==> config.mk <==
export PLATFORM = sky130hd
export DESIGN_NAME = sram_bus_arbiter
export DESIGN_NICKNAME = d
export VERILOG_FILES = /design/src/rtl/nora_mem_pkg.sv /design/src/rtl/mem_strobe_timer.sv /design/src/rtl/sram_bus_arbiter.sv
export SDC_FILE = /design/constraint.sdc
export NUM_CORES = 1
export LEC_CHECK = 0
export BUFFER_PORTS_ARGS = -buffer_cell sky130_fd_sc_hd__buf_2
export CORE_MARGIN = 2
export CORE_UTILIZATION = 45
export CTS_CLUSTER_DIAMETER = 80
export CTS_CLUSTER_SIZE = 12
export DETAILED_ROUTE_END_ITERATION = 16
export MAX_ROUTING_LAYER = met4
export PLACE_DENSITY_LB_ADDON = 0.08
export RECOVER_POWER = 50
export SETUP_SLACK_MARGIN = 0.1
export SYNTH_ARGS = -nofsm -noshare
export SYNTH_HDL_FRONTEND = slang
export SYNTH_HIERARCHICAL = 1
export SYNTH_SLANG_ARGS = --single-unit
export TNS_END_PERCENT = 50
==> constraint.sdc <==
create_clock -name clk -period 2.3 [get_ports clk]
set_input_delay 0.46 -clock clk [delete_from_list [all_inputs] [get_ports clk]]
set_output_delay 0.46 -clock clk [all_outputs]
set_load 0.1 [all_outputs]
==> src/rtl/nora_mem_pkg.sv <==
// rtl/nora_mem_pkg.sv - shared types and defaults for the NORA SRAM bus sequencer
package nora_mem_pkg;

  localparam int MEM_AW            = 21;
  localparam int MEM_STROBE_CYCLES = 2;

  typedef enum logic [1:0] {
    ST_IDLE   = 2'd0,
    ST_SETUP  = 2'd1,
    ST_STROBE = 2'd2,
    ST_HOLD   = 2'd3
  } mem_state_t;

  typedef enum logic {
    OWN_CPU = 1'b0,
    OWN_AUX = 1'b1
  } mem_owner_t;

endpackage

==> src/rtl/mem_strobe_timer.sv <==
// rtl/mem_strobe_timer.sv - down-counter that marks the last cycle of the SRAM strobe
module mem_strobe_timer #(
  parameter int CYCLES = 2
) (
  input  logic clk,
  input  logic resetn,
  input  logic load,
  output logic last
);

  localparam int W = $clog2(CYCLES + 1);

  logic [W-1:0] cnt;

  // Loaded during SETUP so the first STROBE cycle already sees the full count.
  always_ff @(posedge clk or negedge resetn) begin
    if (!resetn) begin
      cnt <= '0;
    end else if (load) begin
      cnt <= W'(CYCLES);
    end else if (cnt != '0) begin
      cnt <= cnt - 1'b1;
    end
  end

  assign last = (cnt == W'(1));

endmodule

==> src/rtl/sram_bus_arbiter.sv <==
// rtl/sram_bus_arbiter.sv - CPU/AUX sequencer and arbiter for the external SRAM bus
module sram_bus_arbiter
  import nora_mem_pkg::*;
#(
  parameter int AW            = MEM_AW,
  parameter int STROBE_CYCLES = MEM_STROBE_CYCLES
) (
  input  logic          clk,
  input  logic          resetn,
  input  logic          cpu_req,
  input  logic [AW-1:0] cpu_addr,
  input  logic          cpu_rwn,
  input  logic [7:0]    cpu_wdata,
  output logic [7:0]    cpu_rdata,
  output logic          cpu_done,
  input  logic          cpu_window,
  input  logic          aux_req,
  input  logic [AW-1:0] aux_addr,
  input  logic          aux_rwn,
  input  logic [7:0]    aux_wdata,
  output logic [7:0]    aux_rdata,
  output logic          aux_ack,
  output logic [AW-1:0] mem_addr,
  output logic [7:0]    mem_wdata,
  output logic          mem_wdata_oe,
  input  logic [7:0]    mem_rdata,
  output logic          mem_csn,
  output logic          mem_rdn,
  output logic          mem_wrn,
  output logic          cpu_overrun
);

  mem_state_t    state;
  mem_owner_t    owner;
  logic          cur_rwn;
  logic          cpu_pend;
  logic          strobe_last;
  logic          timer_load;
  logic          cpu_go;
  logic          aux_go;
  logic [AW-1:0] sel_addr;
  logic [7:0]    sel_wdata;
  logic          sel_rwn;

  assign timer_load = (state == ST_SETUP);

  mem_strobe_timer #(
    .CYCLES (STROBE_CYCLES)
  ) u_strobe_timer (
    .clk    (clk),
    .resetn (resetn),
    .load   (timer_load),
    .last   (strobe_last)
  );

  // The AUX requester keeps aux_req high through its own ack cycle, so it
  // must not requalify out of its own HOLD.
  always_comb begin
    cpu_go = 1'b0;
    aux_go = 1'b0;
    if (state == ST_IDLE || state == ST_HOLD) begin
      cpu_go = cpu_req || cpu_pend;
      aux_go = !cpu_go && aux_req && !cpu_window &&
               !(state == ST_HOLD && owner == OWN_AUX);
    end
  end

  assign sel_addr  = cpu_go ? cpu_addr  : aux_addr;
  assign sel_wdata = cpu_go ? cpu_wdata : aux_wdata;
  assign sel_rwn   = cpu_go ? cpu_rwn   : aux_rwn;

  always_ff @(posedge clk or negedge resetn) begin
    if (!resetn) begin
      state        <= ST_IDLE;
      owner        <= OWN_CPU;
      cur_rwn      <= 1'b1;
      cpu_pend     <= 1'b0;
      cpu_overrun  <= 1'b0;
      mem_addr     <= '0;
      mem_wdata    <= '0;
      mem_wdata_oe <= 1'b0;
      mem_csn      <= 1'b1;
      mem_rdn      <= 1'b1;
      mem_wrn      <= 1'b1;
      cpu_rdata    <= '0;
      aux_rdata    <= '0;
      cpu_done     <= 1'b0;
      aux_ack      <= 1'b0;
    end else begin
      cpu_done <= 1'b0;
      aux_ack  <= 1'b0;

      if (cpu_req && cpu_pend) begin
        cpu_overrun <= 1'b1;
      end
      if (cpu_go) begin
        cpu_pend <= 1'b0;
      end else if (cpu_req && (state == ST_SETUP || state == ST_STROBE)) begin
        cpu_pend <= 1'b1;
      end

      case (state)
        ST_IDLE, ST_HOLD: begin
          if (cpu_go || aux_go) begin
            state        <= ST_SETUP;
            owner        <= cpu_go ? OWN_CPU : OWN_AUX;
            mem_addr     <= sel_addr;
            mem_wdata    <= sel_wdata;
            cur_rwn      <= sel_rwn;
            mem_wdata_oe <= !sel_rwn;
            mem_csn      <= 1'b0;
          end else begin
            state        <= ST_IDLE;
            mem_wdata_oe <= 1'b0;
            mem_csn      <= 1'b1;
          end
        end
        ST_SETUP: begin
          state   <= ST_STROBE;
          mem_rdn <= !cur_rwn;
          mem_wrn <= cur_rwn;
        end
        ST_STROBE: begin
          if (strobe_last) begin
            state   <= ST_HOLD;
            mem_rdn <= 1'b1;
            mem_wrn <= 1'b1;
            if (owner == OWN_CPU) begin
              cpu_done <= 1'b1;
              if (cur_rwn) cpu_rdata <= mem_rdata;
            end else begin
              aux_ack <= 1'b1;
              if (cur_rwn) aux_rdata <= mem_rdata;
            end
          end
        end
        default: state <= ST_IDLE;
      endcase
    end
  end

endmodule

Yosys cells after proc, flatten, opt, wreduce, memory -nomap -nowiden
Index checks and enable logic that the tools add are counted.

Add/sub/neg operators: 1. Bitwise gates (word level): 1. Reductions and logical operators: 25. Eq/ne operators: 5. Mux-type cells: 24.

Operators with widths (count): $mux 21 (1); $mux 1 (16); $mux 8 (1); $reduce_and 4->1 (2); $reduce_bool 2->1 (4); $logic_and 1x1->1 (6); $mux 2 (3); $pmux 2 s3 (1); $logic_not 1->1 (5); $eq 2x1->1 const B (2); $eq 2x2->1 const B (2); $logic_or 1x1->1 (4); $pmux 1 s2 (2); $reduce_and 2->1 (2); $logic_not 2->1 (1); $ne 2x2->1 const B (1); $reduce_or 2->1 (1); $sub 2x1->2 const B (1); $not 1->1 (1).

Input port bits: 73. Output and inout port bits: 52. Flip-flop bits (word level): 59. Logic and storage cells: 72.

Depth between registers and ports, before layout
Gate-level depths: netlist (run 1).

Depth in word-level cells: 9. Depth in mapped cells: 7.

Hierarchy
The synthesis (run 1) kept the hierarchy.

Modules (own cells, without submodules): sram_bus_arbiter (sequential area each 1431.4 µm², cells each 245, instances 1, area an instance 2572.5 µm²); mem_strobe_timer (sequential area each 50.0 µm², cells each 11, instances 1, area an instance 115.1 µm²).

Worst setup path after synthesis (run 1)
No wires, ideal clock.

Path kind: reg2reg. From: reg state[0]. To: reg mem_addr[13]. Clock period less this slack: 1.592 ns. Stages on the path, launching flop included: 8. Path slack: 0.708 ns. Setup time: 0.087 ns. Data arrival time: 1.506 ns. Path buffers: 2. Cells stage by stage: dfrtp_1 inv_1 ha_1 buf_2 o21ai_1 clkbuf_1 nand2_1 o211ai_1.

Cells in the longest elaborated chain, start to end: 7. Elaborated cells between the ends (all ways): 12. Those cells by class: eq/ne (1); mux (3); reduce/logical (8).

Ends and longest elaborated chain: start: declaration (line sram_bus_arbiter.sv:33) `mem_state_t state;`; start signal: assignment (line sram_bus_arbiter.sv:74) `state <= ST_IDLE;`; start signal: assignment (line sram_bus_arbiter.sv:105) `state <= ST_SETUP;`; start signal: assignment (line sram_bus_arbiter.sv:113) `state <= ST_IDLE;`; $eq 2x2->1 (line sram_bus_arbiter.sv:61, sram_bus_arbiter.sv:64, sram_bus_arbiter.sv:102); $logic_and 1x1->1 (line sram_bus_arbiter.sv:64) `!(state == ST_HOLD && owner == OWN_AUX);`; $logic_not 1->1 (line sram_bus_arbiter.sv:64); $logic_and 1x1->1 (line sram_bus_arbiter.sv:63) `aux_go = !cpu_go && aux_req && !cpu_window &&`; $mux 1 (line sram_bus_arbiter.sv:61) `if (state == ST_IDLE || state == ST_HOLD) begin`; $logic_or 1x1->1 (line sram_bus_arbiter.sv:104) `if (cpu_go || aux_go) begin`; $reduce_and 2->1 (no source line); end signal: assignment (line sram_bus_arbiter.sv:107) `mem_addr <= sel_addr;`; end: declaration (line sram_bus_arbiter.sv:23) `output logic [AW-1:0] mem_addr,`.

Several ways; a longest one is shown, not always the timed one. A chain may end at the register's enable or synchronous reset.

Worst setup path after layout (run 1)
From: reg mem_wdata[2]. To: out mem_wdata[2].

RTL lines: start: declaration (line sram_bus_arbiter.sv:24) `output logic [7:0] mem_wdata,`; start signal: assignment (line sram_bus_arbiter.sv:108) `mem_wdata <= sel_wdata;`.

No word-level cell between the ends.

==> flow_summary.ini, run 1 <==
[timing]
clock.fmax_mhz = 497
finalClockSkew_ns = 0.00890
final_critical_path_setup_slack_ns = 0.286
max_slew_margin_pct = 16.2
fin_crit_ns = 2.01
worst_pin_slew_ns = 1.26
fin_tns_setup_ns = 0
grt_setup_unrepaired = no
final_hold_violating_endpoints = 0
period_share_pct = 87.6
finalSetupViolCount = 0
slew_viol_final = 0

[final_layout]
finalNonFillerCells = 460
final.fill_count = 541
multi_input_area_sq_um = 1100
seqCellArea_sq_um = 1480
final_net_count = 458
n_antenna_cell = 0
ratio_of_cells_with_drive_above_1_in_the_final_layout_pct = 36.4
syn_to_final_growth_pct = 32.4

[synth]
post_synth_instance_area_sq_um = 2690
xor_xnor_cell_area_share_of_the_yosys_netlist_pct = 0.326
synth_top_family_by_area = simple AND/OR/NAND/NOR gates
post_synth_and_or_nand_nor_area_fraction_pct = 17.8
synthesis.yosys.warnings = 6
count_of_mapped_cells_out_of_synthesis = 256
post_synth.cell_area_avg_sq_um = 10.5
synth_compound_gate_area_share_pct = 12.6
mappedNetlistNets = 334
yosys-mux-area-fraction_pct = 7.50
synth_adder_area_share_pct = 2.33
post_synth_num_cell_types = 31
yosys_register_bits = 59
yosysSeqAreaShare_pct = 55.1

[placed_design]
port-buffer-count = 124
dp_slack_ns = 0.440
place_congestion = 0.816
dpl.cell_count = 444
dp_hpwl_microns = 4790

[floorplanning]
start_util_pct = 45.9
design.die.area_sq_um = 6610
ioPinCount = 125
die_width_microns = 81.3
core-area_sq_um = 5850
placementRows = 28
die_height_microns = 81.3

[cts]
clock_tree.buffer_depth = 2
cts-hold-fix-buffers = 0
number_of_buffers_created_by_cts = 9
postCtsResizedCells = 0
clk_pin_slew_worst_paths_ns = 0.07
tritoncts = done
cts.root.buffer_cell = clkbuf_8
clock_sink_count = 59
setup_repair_bufs_after_cts = 0
clock_insertion_delay_worst_skew_ns = 0.33
h-tree-depth = 3

[routing]
vias_per_cell = 5.25
drtAntennaViolNets = 0
via_count = 2414
first_iter_violations = 104
route.final.wire_length_microns = 6830
drt-wirelength-per-cell_microns = 14.8
drcViolationCount = 0
pre_repair_dr_iteration_count = 4

[grt]
met3_usage_pct = 4.00
initial_antenna_violation_count = 0
grtUsageMet2_pct = 35.4
global_route.usage.met1_pct = 28.7
maximum_number_of_pins_on_one_net_before_global_route_repair = 39
grt_pass1_wl_microns = 11000
grtUsageTotal_pct = 22.6
grt_busiest_layer = met2
overflow = 0
first_global_vias = 2327

[critical_path]
r2r_cells = 5
crit_required_ns = 1.84
worst_r2r_endpoint = mem_wdata_oe
crit_path_max_incr_delay_ns = 0.89
worst_path_max_delay_cell = clkbuf_1
worst-endpoint-arrival_ns = 1.55
critical_path_buffers_and_inverters = 1
endpoint = mem_wdata[2]
timing.critical_path.to_type = output pin
setup.worst_path.start_class = register
timing.reg2reg.setup_slack_ns = 0.43
critical_path.max_fanout = 2
worstPathCellList = clkbuf_1
critical_path_start = mem_wdata[2]
cp_top_family = buffers and inverters
path_depth = 1
critical_path_class = reg2out
crit-reg2reg-launch = state[0]

[hold_path]
hold_class = in2reg

[run]
drv.max_cap_violation_count = 0

[outcome]
run_status = complete, no violations
==> how the worst min path moves through the flow <==
stage                  from           end  slack [ns]  cells after the start
2_1_floorplan        resetn       aux_ack        0.16                      0
3_3_place_gp         resetn  aux_rdata[0]        0.46                      1
3_5_place_dp         resetn  aux_rdata[0]        0.46                      1
4_1_cts              resetn  aux_rdata[0]         0.1                      1
5_1_grt        cpu_addr[14]  mem_addr[14]        0.35                      3
6_report       mem_rdata[7]  cpu_rdata[7]        0.36                      2
==> area by class of cell <==
type	count	area share [%]
flip-flops and latches	59	41.6
inverters	6	0.633
repair buffers	133	18.9
clock buffers	14	4.85
well taps	75	2.64
clock inverters	2	0.281
multi-input cells	171	31.1
==> synth_stat cells (all sizes together) <==
cell type	count	area [sq um]
a211oi	2	20.0
a21boi	1	7.51
a21o	2	15.0
a21oi	1	5.00
a221o	1	10.0
a311oi	1	8.76
and3	2	12.5
and3b	1	8.76
buf	6	40.0
clkbuf	14	52.6
dfrtp	55	1380
dfstp	4	105
ha	5	62.6
inv	6	22.5
mux2	17	191
mux2i	1	10.0
nand2	61	229
nand2b	3	18.8
nand4	29	181
nor2	6	22.5
nor2b	1	6.26
o211ai	29	218
o21a	2	15.0
o21ai	1	5.00
o22a	2	17.5
o31ai	1	7.51
o32a	1	10.0
xor2	1	8.76
==> layer usage <==
metal / up-vias / wire [microns]
met1: 1133 / 2970
met4: 0 / 104
li1: 1172 / -
met2: 100 / 3270
met5: - / 0
met3: 9 / 478
==> worst reg2reg max path: stages (launching register included) <==
cell and delay [ns]:
dfrtp_1 0.39, inv_1 0.06, ha_1 0.35, o21a_1 0.49, nor2_1 0.11, a221o_1 0.34
==> cells by family (layout without fill, tap and decap cells) <==
group                    after synthesis  count (layout)
AND/OR/NAND/NOR                      103             103
flip-flops                            59              59
AO/OA/AOI/OAI                         44              44
buffers and inverters                 26             155
multiplexers                          18              18
adder cells (fa/ha/maj)                5               5
XOR/XNOR                               1               1
==> layout by cell type, fill, tap and decap left out, types with 2 or more instances in the layout <==
master,count
a21o_1,2
clkbuf_8,12
o22a_1,2
mux2_2,5
o21a_1,2
ha_1,5
dfstp_2,4
buf_4,6
buf_2,106
nand4_1,29
o211ai_1,29
clkinv_2,2
and3_1,2
mux2_1,12
inv_1,6
clkbuf_1,21
nor2_1,6
dfrtp_1,55
nand2_1,61
nand2b_1,3
==> through the flow <==
step	hold WS (ns)	cell area, sq um	utilization [%]
after floorplan	0.164	2690	-
after global placement	0.458	3400	58.2
after detailed placement	0.464	3400	58.2
after CTS	0.0980	3590	61.3
after global routing	0.349	3560	60.8
final	0.356	3560	60.8
==> registers in the layout, summed over array words and instances (netlist names), 2 cells and up <==
name / flops
mem_addr: 21
mem_wdata: 8
state: 2
u_strobe_timer/cnt: 2
aux_rdata: 8
cpu_rdata: 8
Power of run 1 is not shown: default switching activity piles up to over one toggle a cycle in this logic, so the estimate is an artifact.
==> run 2, diff against run 1 <==
- CORE_UTILIZATION: 45 -> 40
==> flow_summary.ini, run 2 (same netlist as run 1, synthesis figures left out) <==
[critical_path]
critical_path_class = reg2out
worst-endpoint-arrival_ns = 1.55
worst_path_max_delay_cell = clkbuf_1
worstPathCellList = clkbuf_1
setup.worst_path.start_class = register
critical_path_buffers_and_inverters = 1
timing.critical_path.to_type = output pin
critical_path.max_fanout = 2
cp_top_family = buffers and inverters
crit_required_ns = 1.84
crit_path_max_incr_delay_ns = 0.88

[final_layout]
final_area_sq_um = 3590
syn_to_final_growth_pct = 33.8
max_flop_register = mem_addr
seqCellArea_sq_um = 1480
layout_commonest_cell = buf_2
final_net_count = 459
layout.cells.most_common_list = 104 x buf_2, 61 x nand2_1, 55 x dfrtp_1
multi_input_area_sq_um = 1100
finalNonFillerCells = 462
ratio_of_cells_with_drive_above_1_in_the_final_layout_pct = 36.1
final.fill_count = 592
n_antenna_cell = 0
largest_register_ff_count = 21

[timing]
finalClockSkew_ns = 0.00924
fin_crit_ns = 2.01
hold_slack_ns = 0.349
final_hold_violating_endpoints = 0
slew_viol_final = 0
fin_tns_setup_ns = 0
clock.fmax_mhz = 496
finalSetupViolCount = 0
grt_setup_unrepaired = no
worst_pin_slew_ns = 1.31
max_slew_margin_pct = 12.9
period_share_pct = 87.6

[floorplanning]
placementRows = 29
start_util_pct = 41.8
core-area_sq_um = 6420
ioPinCount = 125
design.die.area_sq_um = 7390
die_height_microns = 86.0
die_width_microns = 86.0

[grt]
initial_antenna_violation_count = 0
first_global_vias = 2424
grt_pass1_wl_microns = 11500
grtUsageTotal_pct = 20.6
overflow = 0
maximum_number_of_pins_on_one_net_before_global_route_repair = 38

[placed_design]
port-buffer-count = 124
dpl.cell_count = 447
dp_hpwl_microns = 5010
place_congestion = 0.788
placement.cell_area_sq_um = 3430

[routing]
pre_repair_dr_iteration_count = 5
top_layer = met4
via_count = 2463
route.final.wire_length_microns = 7080
drcViolationCount = 0
drtAntennaViolNets = 0
first_iter_violations = 108
wl_met3_microns = 449
route.layer.met1.wl_microns = 3140
drt-wirelength-per-cell_microns = 15.3
route.met2.wl_microns = 3370
vias_per_cell = 5.33

[cts]
clock_tree.buffer_depth = 2
clock_sink_count = 59
setup_repair_bufs_after_cts = 0
number_of_buffers_created_by_cts = 9
clock_insertion_delay_worst_skew_ns = 0.33
cts.root.buffer_cell = clkbuf_8
clk_pin_slew_worst_paths_ns = 0.07
tritoncts = done
h-tree-depth = 3
cts-hold-fix-buffers = 0
postCtsResizedCells = 0

[run]
drv.max_cap_violation_count = 0

[hold_path]
hold_class = in2reg

[outcome]
run_status = complete, no violations
run 2: layer usage:
metal  vias to the layer above  GRT usage (%)
li1                       1166              -
met1                      1186           26.4
met2                       100           31.9
met3                        11           4.52
met4                         0           8.37
met5                         -              -
run 2: worst paths after layout:
| path | from | endpoint | slack [ns] | cells past startpoint |
|---|---|---|---|---|
| setup / recovery | cpu_rdata[5] | cpu_rdata[5] | 0.29 | 1 |
| hold / removal | cpu_addr[7] | mem_addr[7] | 0.35 | 3 |
| setup reg to reg | state[0] | mem_wdata_oe | 0.42 | 5 |
| hold reg to reg | cpu_overrun | cpu_overrun | 0.45 | 1 |
| max in group asynchronous | resetn | mem_csn | 1.02 | 2 |
| min in group asynchronous | resetn | cpu_rdata[1] | 0.40 | 1 |
run 2: worst register-to-register path, stage by stage (launching register included):
cell and delay [ns]:
dfrtp_1 0.39, inv_1 0.06, ha_1 0.49, buf_4 0.37
inv_1 0.13, a221o_1 0.33
run 2: layout make-up:
cell class | count | share of cell area (%)
well taps | 77 | 2.68
clock inverters | 2 | 0.975
multi-input cells | 171 | 30.7
clock buffers | 13 | 4.42
inverters | 6 | 0.627
flip-flops and latches | 59 | 41.2
repair buffers | 134 | 19.4
run 2: metrics by stage:
| stage | util [%] | worst slack (ns) |
|---|---|---|
| final | 56.0 | 0.285 |
| after global routing | 56.0 | 0.247 |
| after CTS | 56.4 | 0.416 |
| after detailed placement | 53.3 | 0.420 |
| after global placement | 53.3 | 0.457 |
| after floorplan | - | 0.708 |
Power of run 2 is left out for the same reason.
==> run 3, diff against run 2 <==
--- a/config.mk
+++ b/config.mk
@@ -19,3 +19,2 @@
 export SYNTH_HDL_FRONTEND = slang
-export SYNTH_HIERARCHICAL = 1
 export SYNTH_SLANG_ARGS = --single-unit
--- a/constraint.sdc
+++ b/constraint.sdc
@@ -3,2 +3,2 @@
 set_output_delay 0.46 -clock clk [all_outputs]
-set_load 0.1 [all_outputs]
+set_load 0.02 [all_outputs]
==> flow_summary.ini, run 3 <==
[synth]
yosys.cell_count.top_type = nand2_1
yosys_register_bits = 59
synth_area_leaders = dfrtp_1 50%, o211ai_2 9.0%, nand2_1 8.5%
mappedNetlistNets = 333
synth_largest_area_cell = dfrtp_1
count_of_mapped_cells_out_of_synthesis = 255
post_synth_num_cell_types = 31
post_synth_instance_area_sq_um = 2780
postSynth.asyncResetShare_pct = 100
yosysSeqAreaShare_pct = 53.4
post_synth.cell_area_avg_sq_um = 10.9
ys_dominant_reg_cell = dfrtp_1
synth_edf_count = 0
synthesis.yosys.warnings = 0
post-synth-top-area-fraction_pct = 49.6
synth_commonest_cells = 63 x nand2_1, 55 x dfrtp_1, 29 x nand4_1

[pwr]
vdd_ir_drop_max_uv = 711
leakage_uw = 0.00178
power.density_cell_area_nw_per_um2 = 1570

[cts]
clock_sink_count = 59
tritoncts = done
postCtsResizedCells = 0
clock_insertion_delay_worst_skew_ns = 0.33
clock_tree.buffer_depth = 2
cts.root.buffer_cell = clkbuf_8
h-tree-depth = 3
clk_pin_slew_worst_paths_ns = 0.07
setup_repair_bufs_after_cts = 0
number_of_buffers_created_by_cts = 9
cts-hold-fix-buffers = 0

[final_layout]
ratio_of_cells_with_drive_above_1_in_the_final_layout_pct = 40.4
seqCellArea_sq_um = 1480
max_flop_register = mem_addr
n_antenna_cell = 0
final_net_count = 457
final_area_sq_um = 3660
final.fill_count = 639
multi_input_area_sq_um = 1190
largest_register_ff_count = 21
finalNonFillerCells = 464
layout_commonest_cell = buf_2
layout.cells.most_common_list = 104 x buf_2, 63 x nand2_1, 55 x dfrtp_1
syn_to_final_growth_pct = 31.7

[critical_path]
critical_path.max_fanout = 13
path_depth = 5
critical_path_class = reg2reg
cp_top_family = compound AO/OA/AOI/OAI gates
worst_r2r_endpoint = mem_wdata_oe
critical_path_start = state[0]
crit_path_max_incr_delay_ns = 0.49
timing.critical_path.to_type = register
timing.reg2reg.setup_slack_ns = 0.31
crit-reg2reg-launch = state[0]
r2r_cells = 5
worst_path_max_delay_cell = ha_1
worst-endpoint-arrival_ns = 2.19
setup.worst_path.start_class = register
crit_required_ns = 2.50
critical_path_buffers_and_inverters = 1
endpoint = mem_wdata_oe
worstPathCellList = inv_1 > ha_1 > o21a_1 > nor2_1 > a221o_1

[run]
drv.max_cap_violation_count = 0

[timing]
clock.fmax_mhz = 502
final_critical_path_setup_slack_ns = 0.308
worst_pin_slew_ns = 1.49
period_share_pct = 86.6
grt_setup_unrepaired = no
fin_crit_ns = 1.99
finalSetupViolCount = 0
max_slew_margin_pct = 0.946
finalClockSkew_ns = 0.0139
fin_tns_setup_ns = 0
slew_viol_final = 0
final_hold_violating_endpoints = 0

[hold_path]
hold_class = in2reg

[placed_design]
dpl.cell_count = 448
placement.cell_area_sq_um = 3510
dp_hpwl_microns = 4770
place_congestion = 0.753
port-buffer-count = 124
dp_slack_ns = 0.319

[routing]
drt-wirelength-per-cell_microns = 15.0
via_count = 2402
pre_repair_dr_iteration_count = 4
first_iter_violations = 151
drcViolationCount = 0
vias_per_cell = 5.18
drtAntennaViolNets = 0
route.final.wire_length_microns = 6960

[floorplanning]
die_width_microns = 87.3
die_height_microns = 87.3
start_util_pct = 41.1
ioPinCount = 125
design.die.area_sq_um = 7620
core-area_sq_um = 6760
placementRows = 30

[grt]
initial_antenna_violation_count = 0
grtUsageTotal_pct = 19.5
first_global_vias = 2259
maximum_number_of_pins_on_one_net_before_global_route_repair = 60
overflow = 0
grt_pass1_wl_microns = 11100

[outcome]
run_status = complete, no violations
-- run 3: cell types whose count changed in the layout (fill, tap and decap cells not counted), moves of 3 or more --
cell / change
nand2b_1: -3
o211ai_1: -20
mux2_2: -5
o211ai_2: +20
mux2_1: +4
-- run 3: metrics by stage --
stage                     utilization (%)  total power, uW  hold WS (ns)
after floorplan                         -             3940         0.164
after global routing                 54.1             6170         0.334
after detailed placement             52.0             4970         0.455
after global placement               52.0             4900         0.435
final                                54.1             5720         0.345
after CTS                            54.7             5840         0.136
-- run 3: layout make-up --
| type | instances | area share (%) |
|---|---|---|
| inverters | 5 | 0.513 |
| well taps | 80 | 2.74 |
| clock buffers | 14 | 4.72 |
| flip-flops and latches | 59 | 40.5 |
| clock inverters | 2 | 0.274 |
| repair buffers | 133 | 18.7 |
| multi-input cells | 171 | 32.5 |
-- run 3: worst min-delay path, stage by stage --
cell and delay [ns]:
buf_2 0.07, nand2_1 0.05, o211ai_2 0.06
-- run 3: kinds of logic after synthesis --
kind of cell / synth area share [%]
AO/OA/AOI/OAI: 15.7
flip-flops: 53.4
AND/OR/NAND/NOR: 17.5
XOR/XNOR: 0.316
multiplexers: 6.49
buffers and inverters: 4.37
adder cells (fa/ha/maj): 2.25
-- run 3: report_power, final --
| part | internal, uW | switching [uW] |
|---|---|---|
| registers | 1580 | 279 |
| clock network | 477 | 386 |
| logic | 1110 | 1890 |
-- run 3: layer usage --
| metal | vias up | share of wire [%] | track usage (%) |
|---|---|---|---|
| met5 | - | 0 | - |
| met4 | 0 | 1.1 | 7.83 |
| met3 | 8 | 6.7 | 4.36 |
| met2 | 95 | 47 | 28.6 |
| met1 | 1132 | 46 | 26.1 |
| li1 | 1167 | - | - |
-- run 3: worst min-delay path by stage --
stage	from	end	slack (ns)	cells after the start
2_1_floorplan	resetn	aux_ack	0.16	0
3_3_place_gp	cpu_overrun	cpu_overrun	0.44	1
3_5_place_dp	cpu_overrun	cpu_overrun	0.46	1
4_1_cts	resetn	mem_addr[3]	0.14	2
5_1_grt	cpu_addr[8]	mem_addr[8]	0.33	3
6_report	cpu_addr[6]	mem_addr[6]	0.34	3
Power figures use the tool's default switching activity.
